`src/rtl/descrambler_23b.sv`:
```
// descrambler_23b: receive-side 128b/130b byte descrambler with a 23-bit
// Galois LFSR keystream, block framing from blk_start/sync_hdr, SKP hold and
// optional EIEOS re-seed (enabled by defining DESCRAM_EIEOS_RESEED_EN).
`timescale 1ns/1ps
module descrambler_23b #(
  parameter logic [22:0] SEED       = 23'h1DBFBC,
  parameter logic [7:0]  SKP_SYM    = 8'hAA,
  parameter logic [7:0]  EIEOS_SYM0 = 8'h00
) (
  input  logic       clk_1G,
  input  logic       rst_1G,
  input  logic [7:0] scram_data_in,
  input  logic       data_valid,
  input  logic       blk_start,
  input  logic [1:0] sync_hdr,
  input  logic       en_descram,
  output logic [7:0] descram_data_out,
  output logic       descram_valid,
  output logic       blk_err
);

  localparam int unsigned LFSR_W = 23;
  localparam int unsigned BYTE_W = 8;
  localparam int unsigned BCNT_W = 4;

  // Feedback taps of G(X) other than bit 0 (bit 0 receives the shifted-out bit)
  localparam logic [LFSR_W-1:0] TAP_MASK = 23'h210124;
  localparam logic [1:0]        HDR_DATA = 2'b10;
  localparam logic [1:0]        HDR_OS   = 2'b01;

  typedef enum logic [1:0] {
    IDLE     = 2'd0,
    DATA_BLK = 2'd1,
    OS_BLK   = 2'd2
  } state_e;

  state_e              state_q;
  logic [BCNT_W-1:0]   bcnt_q;
  logic [LFSR_W-1:0]   lfsr_q;
  logic [BYTE_W-1:0]   dout_q;
  logic                valid_q;
  logic                err_q;
`ifdef DESCRAM_EIEOS_RESEED_EN
  logic                eieos_q;
`endif

  logic [LFSR_W-1:0]   lfsr_d;
  logic [BYTE_W-1:0]   ks_c;
  logic                is_data_c;
  logic                hdr_bad_c;

  assign descram_data_out = dout_q;
  assign descram_valid    = valid_q;
  assign blk_err          = err_q;

  // Eight serial LFSR steps, bit 0 first: keystream byte and advanced state
  always_comb begin
    logic k;
    k      = 1'b0;
    ks_c   = '0;
    lfsr_d = lfsr_q;
    for (int i = 0; i < 8; i++) begin
      k       = lfsr_d[LFSR_W-1];
      ks_c[i] = k;
      lfsr_d  = {lfsr_d[LFSR_W-2:0], k} ^ ({LFSR_W{k}} & TAP_MASK);
    end
  end

  // Block type of the current byte: a new header on blk_start, else the FSM state
  always_comb begin
    hdr_bad_c = (sync_hdr != HDR_DATA) && (sync_hdr != HDR_OS);
    is_data_c = blk_start ? (sync_hdr == HDR_DATA) : (state_q == DATA_BLK);
  end

  // Block FSM, byte counter, LFSR and registered outputs
  always_ff @(posedge clk_1G) begin
    if (rst_1G) begin
      state_q <= IDLE;
      bcnt_q  <= '0;
      lfsr_q  <= SEED;
      dout_q  <= '0;
      valid_q <= 1'b0;
      err_q   <= 1'b0;
`ifdef DESCRAM_EIEOS_RESEED_EN
      eieos_q <= 1'b0;
`endif
    end else begin
      valid_q <= 1'b0;
      err_q   <= 1'b0;
      if (data_valid) begin
        if (!blk_start && state_q == IDLE) begin
          // Stray byte outside any block: flag it, drop it, keep LFSR
          err_q <= 1'b1;
        end else begin
          valid_q <= 1'b1;
          // Data bytes are descrambled; ordered-set bytes pass, SKP holds LFSR
          if (is_data_c) begin
            dout_q <= en_descram ? (scram_data_in ^ ks_c) : scram_data_in;
            lfsr_q <= lfsr_d;
          end else begin
            dout_q <= scram_data_in;
            if (scram_data_in != SKP_SYM) begin
              lfsr_q <= lfsr_d;
            end
          end
          if (blk_start) begin
            // New byte 0; a start inside a block abandons the partial block
            err_q   <= (bcnt_q != '0) || hdr_bad_c;
            bcnt_q  <= BCNT_W'(1);
            state_q <= (sync_hdr == HDR_DATA) ? DATA_BLK : OS_BLK;
`ifdef DESCRAM_EIEOS_RESEED_EN
            eieos_q <= (sync_hdr != HDR_DATA) && (scram_data_in == EIEOS_SYM0);
`endif
          end else begin
            bcnt_q <= bcnt_q + BCNT_W'(1);
            if (bcnt_q == BCNT_W'(15)) begin
              state_q <= IDLE;
`ifdef DESCRAM_EIEOS_RESEED_EN
              eieos_q <= 1'b0;
              if (eieos_q) begin
                lfsr_q <= SEED;
              end
`endif
            end
          end
        end
      end
    end
  end

endmodule

```
`config.mk`:
```
export PLATFORM = sky130hd
export DESIGN_NAME = descrambler_23b
export DESIGN_NICKNAME = d
export VERILOG_FILES = /design/src/rtl/descrambler_23b.sv
export SDC_FILE = /design/constraint.sdc
export NUM_CORES = 1
export LEC_CHECK = 0
export CAP_MARGIN = 20
export CORE_MARGIN = 8
export CORE_UTILIZATION = 59
export DETAILED_ROUTE_END_ITERATION = 12
export PLACE_DENSITY = 0.92
export SLEW_MARGIN = 10
export SYNTH_ARGS = -nofsm -noshare
export SYNTH_HDL_FRONTEND = slang
export SYNTH_SLANG_ARGS = --single-unit
```
`constraint.sdc`:
```
create_clock -name clk_1G -period 4.1 [get_ports clk_1G]
set_input_delay 1.025 -clock clk_1G [delete_from_list [all_inputs] [get_ports clk_1G]]
set_output_delay 1.025 -clock clk_1G [all_outputs]
set_load 0.01 [all_outputs]
```
== Yosys cells after proc, flatten, opt, wreduce, memory -nomap -nowiden ==
Index checks and enable logic that the tools add are counted.

* Word-level logic and storage cells: 48
* Register bits: 39
* Input bits: 15
* Output and inout port bits: 10

* Add/sub/neg operators: 1
* Bitwise logic cells: 11
* Eq/ne operators: 6
* Reduce and logical (&&, ||, !) cells: 12
* Mux-type cells: 12

{| class="wikitable"
|+ Operators by type and width
! operator !! count
|-
| XOR 23 x 22 -> 23 bit || 8
|-
| 2-to-1 mux 23 bit || 2
|-
| 2-to-1 mux 8 bit || 2
|-
| inequality test 8 bit, second input constant || 1
|-
| XOR 8 bit || 1
|-
| 2-to-1 mux 2 bit || 3
|-
| AND reduction 3 bit || 2
|-
| adder 4 x 1 -> 4 bit, second input constant || 1
|-
| == test 4 bit, second input constant || 1
|-
| 2-to-1 mux 1 bit || 4
|-
| 2-to-1 mux 4 bit || 1
|-
| nonzero test 2 bit || 2
|-
| nonzero test 4 bit || 1
|-
| == test 2 x 1 -> 1 bit, second input constant || 1
|-
| == test 2 bit, second input constant || 1
|-
| logical AND 1 bit || 2
|-
| zero test 2 bit || 1
|-
| inequality test 2 x 1 -> 1 bit, second input constant || 1
|-
| inequality test 2 bit, second input constant || 1
|-
| inverter 1 bit || 2
|-
| AND reduction 2 bit || 1
|-
| OR reduction 2 bit || 1
|-
| zero test 1 bit || 1
|-
| logical OR 1 bit || 1
|}

== Logic depth before layout (Yosys ltp) ==
Gate-level depths: netlist of run 1.

* Word-level depth: 10
* Gate-level depth with buffers: 8

== Least setup slack after synthesis of run 1 ==
No wires, ideal clock.

* Kind: input to register
* From: input port sync_hdr[0]
* To: register lfsr_q[16]
* Arrival time: 2.395 ns
* Path slack: 1.579 ns
* Stages: 8
* Buffers on the path: 2
* Cells stage by stage: inv_1 -> ha_1 -> and2_1 -> buf_6 -> o41a_1 -> buf_2 -> nor3_1 -> a21oi_1

* Cells in the longest elaborated chain, start to end: 4
* Elaborated cells between the ends (all ways): 5
* Those cells by class: 1 x eq/ne; 2 x mux; 2 x reduce/logical

{| class="wikitable"
|+ Ends and longest elaborated chain
! what !! RTL line !! RTL
|-
| from (decl) || 15 || <nowiki>input logic [1:0] sync_hdr,</nowiki>
|-
| == test 2 bit (*) || 72 || <nowiki>is_data_c = blk_start ? (sync_hdr == HDR_DATA) : (state_q == DATA_BLK);</nowiki>
|-
| 2-to-1 mux 1 bit (*) || 72 ||
|-
| nonzero test 2 bit (no source line) || n/a ||
|-
| AND reduction 3 bit (no source line) || n/a ||
|-
| to (signal assigned) || 99 || <nowiki>lfsr_q <= lfsr_d;</nowiki>
|-
| to (signal assigned) || 103 || <nowiki>lfsr_q <= lfsr_d;</nowiki>
|-
| to (decl) || 39 || <nowiki>logic [LFSR_W-1:0] lfsr_q;</nowiki>
|}

Every way passes the cells marked *; elsewhere a longest branch is shown, timed or not.
A chain may end at the register's enable or synchronous reset.

== Worst setup path after layout of run 1 ==
* From: input port blk_start
* To: register lfsr_q[13]

* Cells in the longest elaborated chain, start to end: 4
* Elaborated cells between the ends (all ways): 7
* Those cells by class: 2 x mux; 1 x bitwise; 4 x reduce/logical

{| class="wikitable"
|+ Ends and longest elaborated chain
! what !! RTL line !! RTL
|-
| from (decl) || 14 || <nowiki>input logic blk_start,</nowiki>
|-
| parallel branches: the longest is 4 deep, another holds AND reduction 3 bit || n/a ||
|}

Several ways; the timed one is not identified.

==> results of run 1 <==
[placed cells by master (no fill, tap or decap), types with 2 or more instances in the layout]
cell,Yosys,layout
a31oi_1,3,3
xor2_1,15,15
dfxtp_1,39,39
clkbuf_4,0,5
nor3_1,4,4
clkdlybuf4s50_1,0,24
a211oi_1,5,5
o21ai_1,2,2
or3_1,2,2
nand4bb_1,2,2
xnor3_2,2,2
a21oi_1,18,18
ha_1,3,3
buf_4,1,3
o21ai_0,16,16
nand2_1,19,19
o211ai_1,14,14
xnor2_1,20,20
nor2_1,13,13
nand3_1,5,5
inv_1,5,5
nand3b_1,2,2
[worst max-delay path, stage by stage]
cell             delay, ps
clkdlybuf4s50_1        660
and2_1                 350
o41ai_4                670
buf_4                  310
o211ai_1               120
[worst paths after layout]
path / end / slack, ps
worst max-delay path: lfsr_q[13] / 1180
worst min-delay path: lfsr_q[0] / 480
worst max register to register: descram_data_out[7] / 2150
worst min register to register: lfsr_q[0] / 480
[Yosys cell counts, types with 4 or more instances]
master | instances | area share
clkbuf_1 | 5 | 0.0092
nor2_1 | 13 | 0.024
o211ai_1 | 14 | 0.051
nor3_1 | 4 | 0.0098
a211oi_1 | 5 | 0.018
inv_1 | 5 | 0.0092
nand3_1 | 5 | 0.012
nand2_1 | 19 | 0.035
dfxtp_1 | 39 | 0.38
xnor2_1 | 20 | 0.086
buf_6 | 4 | 0.022
o21ai_0 | 16 | 0.039
a21oi_1 | 18 | 0.044
xor2_1 | 15 | 0.064
[metrics by stage]
stage / utilization / cell area [µm²] / hold WS [ps] / power, mW / std cells
floorplan: - / 2046 / 449.6 / 0.7955 / 218
global placement: 0.6790 / 2266 / 460.8 / 0.8661 / 277
detailed placement: 0.6790 / 2266 / 460.0 / 0.8785 / 277
CTS: 0.7049 / 2352 / 475.7 / 1.157 / 285
global route: 0.7049 / 2352 / 502.7 / 1.213 / 285
finish: 0.7049 / 2352 / 475.1 / 1.154 / 285
[kinds of logic (layout without fill, tap and decap cells)]
family | count (synthesis) | in the layout | share of synthesized area
flip-flops | 39 | 39 | 0.3817
XOR/XNOR | 40 | 40 | 0.2055
AND/OR/NAND/NOR | 53 | 53 | 0.1321
adder cells (fa/ha/maj) | 3 | 3 | 0.01835
buffers and inverters | 19 | 40 | 0.05810
AO/OA/AOI/OAI | 64 | 64 | 0.2043
[layer usage]
metal,part of all wire,track usage,vias up
met2,0.48,0.2697,42
met3,0.046,0.02663,7
met5,0,0,-
met4,0.017,0.09783,0
met1,0.46,0.1904,759
li1,-,-,801
[cell type report]
class | count | area share
clock buffers | 6 | 0.02181
clock inverters | 2 | 0.01489
inverters | 5 | 0.007979
multi-input cells | 160 | 0.4872
flip-flops and latches | 39 | 0.3319
well taps | 46 | 0.02447
repair buffers | 27 | 0.1117
[registers in the layout, summed over array words and instances, names as in the netlist]
| name | flops |
|---|---|
| descram_data_out | 8 |
| descram_valid | 1 |
| lfsr_q | 23 |
| blk_err | 1 |
| bcnt_q | 4 |
| state_q | 2 |
[where the power goes]
| group | internal (mW) | switching, mW |
|---|---|---|
| Combinational | 0.199 | 0.200 |
| Clock | 0.144 | 0.137 |
| Sequential | 0.427 | 0.0470 |
| Total | 0.770 | 0.384 |
==> impl_results.md, run 1 <==
* Leakage at between 0.8 and 0.9 nW
* Cts hold-fix bufs at 0
* #FFs+latches synth at 39
* I/O Buffers at 24
* Max Slew Vio Count at 0
* Gr usage total at 0.1623
* CTS root buf: clkbuf_4
* Mapped Avg Cell Area at 9.384 µm²
* Antenna Nets Post-Route at 0
* Initial Util at 0.6130
* Final net count at about 260
* DR iter-0 viols at 122
* Rows at 21
* DIE AREA at 5608 µm²
* Max Fclk at between 300 and 400 MHz
* Largest net degree at the start of global routing at 25
* Number of max-cap violations at 0
* Worst r2r src: lfsr_q[21]
* DR vias/cell at roughly 5.6
* Quantity of gates resized following cts at 0
* Worst Max-Slew Pin Slew at roughly 700 ps
* Skew final at between 10 and 15 ps
* Hold Path Depth at 2
* Share of cells above drive strength 1 at 0.07950
* Outcome: complete, no violations
* CP startpoint kind: primary input
* Post-synth EDFFs at 0
* Syn Nets at 236
* Prevailing post-synth register cell: dfxtp_1
* Placer congestion estimate at just over 0.8
* Tcrit/Tclk final at 0.7115
* Hold path startpoint: lfsr_q[0]
* CTS buffer count at 5
* Synth Instances at between 200 and 250
* Reg area at just under 800 µm²
* GRT overflow at 0
* Die H at about 75 µm
* Drc violations at 0
* Die Wd at 74.89 µm
* Setup CP Type: in -> reg
* Worst skew pair latency at about 370 ps
* Antenna violations before repair at 0
* Asr flop ratio synth at 0
* Post-synthesis sequential area ratio at 0.3817
* Vias in the first global route at 1,509
* Worst relative slew slack at 0.5340
* Reg2Reg Depth at 4
* Crit path from: blk_start
* Worst EP required at between 4000 and 5000 ps
* Core area at around 3300 µm²
* Minimum clock period at between 2000 and 3000 ps
* CP Data Arrival Time at between 3000 and 4000 ps
* Placement Setup Slack at roughly 750 ps
* Detailed-route via count at around 1,600
* Post-Syn Area at 2046 µm²
* Final hold vios at 0
* Detail Placement HPWL at 2923 µm
* Cell area power density at between 400 and 500 nW/µm²
* Final setup vio count at 0
* Post-CTS Setup Inserts at 0
* Count of different cell masters after synthesis at 39
* PnR worst setup slack at between 1000 and 1500 ps
* RSZ-0062 raised after global routing: false
* Multi-input gate area at approximately 1100 µm²
* First-pass GRT wire length at 6955 µm
* Maximum vdd ir drop at 305.8 µV
* Routed wire length at 4276 µm
* Setup TNS at 0 ps
* Yosys warns at 0
* H-tree depth at 2
* Worst-path maximum fanout at 16
* Layout fillers at 260
* Critical Path Sink Type: register
* # diodes at 0
* Num ports at 25
* Worst-path clk slew at approximately 130 ps
* CTS tree: built
* P&R area growth vs syn at 14.98%
* Clock sinks at 39
* Drt pass-1 iters at 4
* Clock buffer depth at 2
* DR WL/cell at ~15 µm
* Worst Hold Class: reg -> reg
Note: power is estimated with default switching activity, not from simulation.
==> run 2: changes to the inputs <==
--- a/config.mk
+++ b/config.mk
@@ -7,9 +7,9 @@
 export LEC_CHECK = 0
 export CAP_MARGIN = 20
 export CORE_MARGIN = 8
-export CORE_UTILIZATION = 59
+export CORE_UTILIZATION = 55
 export DETAILED_ROUTE_END_ITERATION = 12
-export PLACE_DENSITY = 0.92
+export PLACE_DENSITY = 0.87
 export SLEW_MARGIN = 10
 export SYNTH_ARGS = -nofsm -noshare
 export SYNTH_HDL_FRONTEND = slang
==> constraint.sdc (replaced) <==
create_clock -name clk_1G -period 2.7 [get_ports clk_1G]
set_input_delay 0.675 -clock clk_1G [delete_from_list [all_inputs] [get_ports clk_1G]]
set_output_delay 0.675 -clock clk_1G [all_outputs]
set_load 0.01 [all_outputs]
==> impl_results.md, run 2 (synthesis gave the netlist of run 1 again) <==
* Worst r2r src: lfsr_q[19]
* Worst EP required at roughly 2900 ps
* Delay of the slowest critical-path stage at between 600 and 700 ps
* Setup TNS at 0 ps
* Antenna violations before repair at 0
* Commonest non-fill, non-tap cell in the layout: dfxtp_1
* R2R Setup Slk at 820 ps
* Critical Path End: lfsr_q[22]
* DR vias/cell at between 5 and 6
* RSZ-0062 raised after global routing: false
* Leakage at 0.9041 nW
* I/O Buffers at 24
* Skew final at 9.809 ps
* Final hold vios at 0
* Crit path from: sync_hdr[0]
* Worst path top cell family by delay: compound AO/OA/AOI/OAI gates
* Max stage delay cell, worst path: o41a_1
* Share of cells above drive strength 1 at 0.1020
* Core area at between 3000 and 4000 µm²
* CP Data Arrival Time at 2620 ps
* Max reg flops at 23
* Layout fillers at just under 300
* Detail Placement HPWL at ~3100 µm
* Most frequent cells in the layout: dfxtp_1 (39), clkdlybuf4s50_1 (24), xnor2_1 (20), nand2_1 (19), a21oi_1 (18)
* Placer congestion estimate at roughly 0.78
* CTS tree: built
* Final net count at between 200 and 300
* Cell Chain, Critical Path: clkdlybuf4s50_1 > inv_1 > ha_1 > and2_1 > o41a_1 > o21ai_0 > a21oi_1
* Worst Hold Class: reg -> reg
* Sw Ratio at 0.3241
* Rows at 22
* DR iter-0 viols at 78
* H-tree depth at 2
* Reg2Reg Depth at 4
* Num ports at 25
* Drt pass-1 iters at 4
* CP startpoint kind: primary input
* Max Slew Vio Count at 0
* CTS buffer count at 5
* Post-CTS Setup Inserts at 0
* Clock power frac at 0.268
* Crit path buf inv count at 2
* Post-route cell area at around 2400 µm²
* Comb power frac at 0.343
* Cts hold-fix bufs at 0
* Largest Register: lfsr_q
* CTS root buf: clkbuf_8
* Max Fclk at 406.1 MHz
* # diodes at 0
* Maximum vdd ir drop at around 370 µV
* Cell area power density at around 750 nW/µm²
* DIE AREA at 5927 µm²
* Drc violations at 0
* First-pass GRT wire length at between 7000 and 8000 µm
* Minimum clock period at between 2000 and 2500 ps
* Detailed-route via count at about 1,600
* Critical Path Sink Type: register
* P&R area growth vs syn at 19.20%
* Sequential share of power at 0.389
* Quantity of gates resized following cts at 0
* Initial Util at 0.5673
* Setup CP Type: in -> reg
* DR WL/cell at about 15 µm
* Clock buffer depth at 2
* Antenna Nets Post-Route at 0
* Vias in the first global route at 1,612
* Worst-path clk slew at roughly 70 ps
* Worst Max-Slew Pin Slew at about 600 ps
* Routed wire length at about 4300 µm
* Reg2reg end: descram_data_out[7]
* Gr usage total at 0.1541
* Die H at between 70 and 80 µm
* Tcrit/Tclk final at 0.9119
* GRT overflow at 0
* NetSw at slightly below 600 µW
* Clock sinks at 39
* Area of placed instances at ~2300 µm²
* WP depth at 7
* Worst relative slew slack at 0.5995
* Die Wd at 76.99 µm
* Final setup vio count at 0
* Worst skew pair latency at 300 ps
* Number of max-cap violations at 0
* Worst-path maximum fanout at 16
* Largest net degree at the start of global routing at 27
* Outcome: complete, no violations
* P_int at around 1.2 mW
## run 2: worst reg2reg max path: cells and delay by family (launching register included)
family                    cells  cell delay (ps)
xor gates and xnor gates      2              780
DFF                           1              470
and+or+nand+nor               1              380
AOI/OAI and AO/OA             1              180
## run 2: power by group through the flow
| stage | Combinational (mW) | Clock (mW) | Sequential, mW |
|---|---|---|---|
| global route | 0.689 | 0.522 | 0.721 |
| global placement | 0.602 | 0 | 0.721 |
| finish | 0.628 | 0.489 | 0.711 |
| detailed placement | 0.623 | 0 | 0.724 |
| CTS | 0.630 | 0.497 | 0.711 |
| floorplan | 0.498 | 0 | 0.710 |
## run 2: worst min-delay path by stage
stage               slack (ps)  depth (start not counted)         to       from
finish                     490                          2  lfsr_q[4]  lfsr_q[4]
global route               520                          2  lfsr_q[4]  lfsr_q[4]
CTS                        490                          2  lfsr_q[6]  lfsr_q[6]
detailed placement         470                          2  lfsr_q[6]  lfsr_q[6]
global placement           460                          2  lfsr_q[0]  lfsr_q[0]
floorplan                  450                          2  lfsr_q[0]  lfsr_q[0]
## run 2: metrics by stage
step | worst slack [ps] | std cells | power [mW] | utilization | hold WS [ps]
floorplan | 529.3 | 218 | 1.208 | - | 449.6
global placement | 44.17 | 285 | 1.323 | 0.6450 | 456.1
detailed placement | -33.06 | 285 | 1.347 | 0.6450 | 474.7
CTS | 269.6 | 293 | 1.838 | 0.6763 | 488.3
global route | 139.9 | 293 | 1.932 | 0.6763 | 520.1
finish | 237.8 | 293 | 1.827 | 0.6763 | 488.2
## run 2: cell type report
cell class,instances,area [µm²],share of cell area
clock buffer,5,68.82,0.02822
clock inverter,3,43.79,0.01796
inverter,5,18.77,0.007696
multi-input combinational,160,1146,0.4700
sequential,39,780.7,0.3202
tap,48,60.06,0.02463
timing repair buffer,33,320.3,0.1313
## run 2: routing by layer
metal | routed length [µm] | track usage | share of wire
met1 | 1884 | 0.1748 | 0.44
met2 | 2161 | 0.2642 | 0.50
met3 | 151 | 0.03380 | 0.035
met4 | 112 | 0.07925 | 0.026
met5 | 0 | 0 | 0
==> run 3: changes to the inputs <==
--- a/config.mk
+++ b/config.mk
@@ -7,9 +7,10 @@
 export LEC_CHECK = 0
 export CAP_MARGIN = 20
 export CORE_MARGIN = 8
-export CORE_UTILIZATION = 55
+export CORE_UTILIZATION = 57
+export CTS_BUF_LIST = sky130_fd_sc_hd__clkbuf_4 sky130_fd_sc_hd__clkbuf_8
 export DETAILED_ROUTE_END_ITERATION = 12
-export PLACE_DENSITY = 0.87
+export PLACE_DENSITY = 0.89
 export SLEW_MARGIN = 10
 export SYNTH_ARGS = -nofsm -noshare
 export SYNTH_HDL_FRONTEND = slang
==> impl_results.md, run 3 (synthesis gave the netlist of run 1 again) <==
* Maximum vdd ir drop at roughly 320 µV
* Hold path startpoint: lfsr_q[0]
* Worst skew pair latency at 360 ps
* Rows at 21
* H-tree depth at 2
* Antenna violations before repair at 0
* Detail Route met3 WL at 169 µm
* CP Data Arrival Time at ~2700 ps
* Met2 wire length at 2163 µm
* Post-CTS Setup Inserts at 0
* Worst-path maximum fanout at 16
* Gr usage total at 0.1549
* Hold_ws at 479.0 ps
* Largest Register: lfsr_q
* Placer congestion estimate at slightly below 0.8
* Highest Signal Layer: met4
* DR WL/cell at around 15 µm
* Final setup vio count at 0
* Crit path from: sync_hdr[0]
* Drc violations at 0
* DR vias/cell at between 5 and 6
* Detail Placement HPWL at around 3200 µm
* P&R area growth vs syn at 16.02%
* Initial Util at 0.6035
* Die H at about 76 µm
* CTS buffer count at 5
* Minimum clock period at 2433 ps
* Final hold vios at 0
* RSZ-0062 raised after global routing: false
* CTS tree: built
* Max reg flops at 23
* Worst-path clk slew at 120 ps
* Setup CP Type: in -> reg
* Cts hold-fix bufs at 0
* WL met1 at approximately 1900 µm
* Num ports at 25
* Die Wd at ~76 µm
* Worst relative slew slack at 0.5969
* Cell area power density at approximately 700 nW/µm²
* Routed wire length at 4352 µm
* Final non-filler cell total at between 200 and 300
* Outcome: complete, no violations
* Skew final at around 8.4 ps
* Final net count at 261
* Final Util at 0.7003
* Core area at between 3000 and 4000 µm²
* Quantity of gates resized following cts at 0
* Worst Hold Class: reg -> reg
* Setup TNS at 0 ps
* GRT overflow at 0
* DR iter-0 viols at between 80 and 90
* DIE AREA at around 5800 µm²
* Share of cells above drive strength 1 at 0.09836
* Max Fclk at 411.0 MHz
* Tcrit/Tclk final at 0.9012
* Clock sinks at 39
* Final Total Pwr at approximately 1.7 mW
* Critical Path Sink Type: register
* Leakage at ~0.88 nW
* Antenna Nets Post-Route at 0
* Number of max-cap violations at 0
* I/O Buffers at 24
* Worst Max-Slew Pin Slew at approximately 600 ps
* Max Slew Vio Count at 0
* Commonest non-fill, non-tap cell in the layout: dfxtp_1
* Detailed-route via count at roughly 1,600
* First-pass GRT wire length at roughly 7400 µm
* Drt pass-1 iters at 4
* Worst EP required at 2930 ps
* Worst r2r src: lfsr_q[19]
* Largest net degree at the start of global routing at 27
* Vias in the first global route at roughly 1,600
* CP startpoint kind: primary input
* CTS root buf: clkbuf_4
* # diodes at 0
* Clock buffer depth at 2
* Cell total after placement at 282
* Most frequent cells in the layout: dfxtp_1 (39), clkdlybuf4s50_1 (24), xnor2_1 (20), nand2_1 (19), a21oi_1 (18)
-- run 3: cell types whose count changed in the layout (fill, tap and decap cells not counted), sizes merged --
cell | before | now
bufinv | 1 | 0
clkbuf | 5 | 7
clkinv | 2 | 1
buf | 9 | 8
-- run 3: path summary, 6_finish.rpt --
| kind | end | slack, ps | depth (start not counted) |
|---|---|---|---|
| worst max-delay path | lfsr_q[22] | 270 | 7 |
| worst min-delay path | lfsr_q[0] | 480 | 2 |
| worst max register to register | descram_data_out[7] | 820 | 4 |
| worst min register to register | lfsr_q[0] | 480 | 2 |
-- run 3: area by class of cell --
type	instances	area, µm²
clock buffer	7	52.55
multi-input combinational	160	1146
clock inverter	1	5.005
timing repair buffer	32	312.8
sequential	39	780.7
tap	46	57.56
inverter	5	18.77
fill	262	1016
-- run 3: per-layer routing --
layer,vias up,global-route usage
li1,814,-
met1,754,0.1793
met2,29,0.2511
met3,9,0.04127
met4,0,0.08824
met5,-,0
-- run 3: metrics by stage --
stage                     instance area [µm²]  setup WS [ps]
after detailed placement                 2316         -79.84
final                                    2374          266.7
after floorplan                          2046          529.3
after CTS                                2374          312.8
after global placement                   2316          46.68
after global routing                     2374          194.1
-- run 3: worst max-delay path, stage by stage --
cell and delay, ps:
clkdlybuf4s50_1 450, inv_1 40, ha_1 220, and2_1 230, o41a_1 670, o21ai_0 320, a21oi_1 60
-- run 3: report_power, final --
group          switching (mW)  internal (mW)
Sequential             0.0644          0.648
Clock                   0.195          0.122
Combinational           0.310          0.312
Total                   0.570           1.08
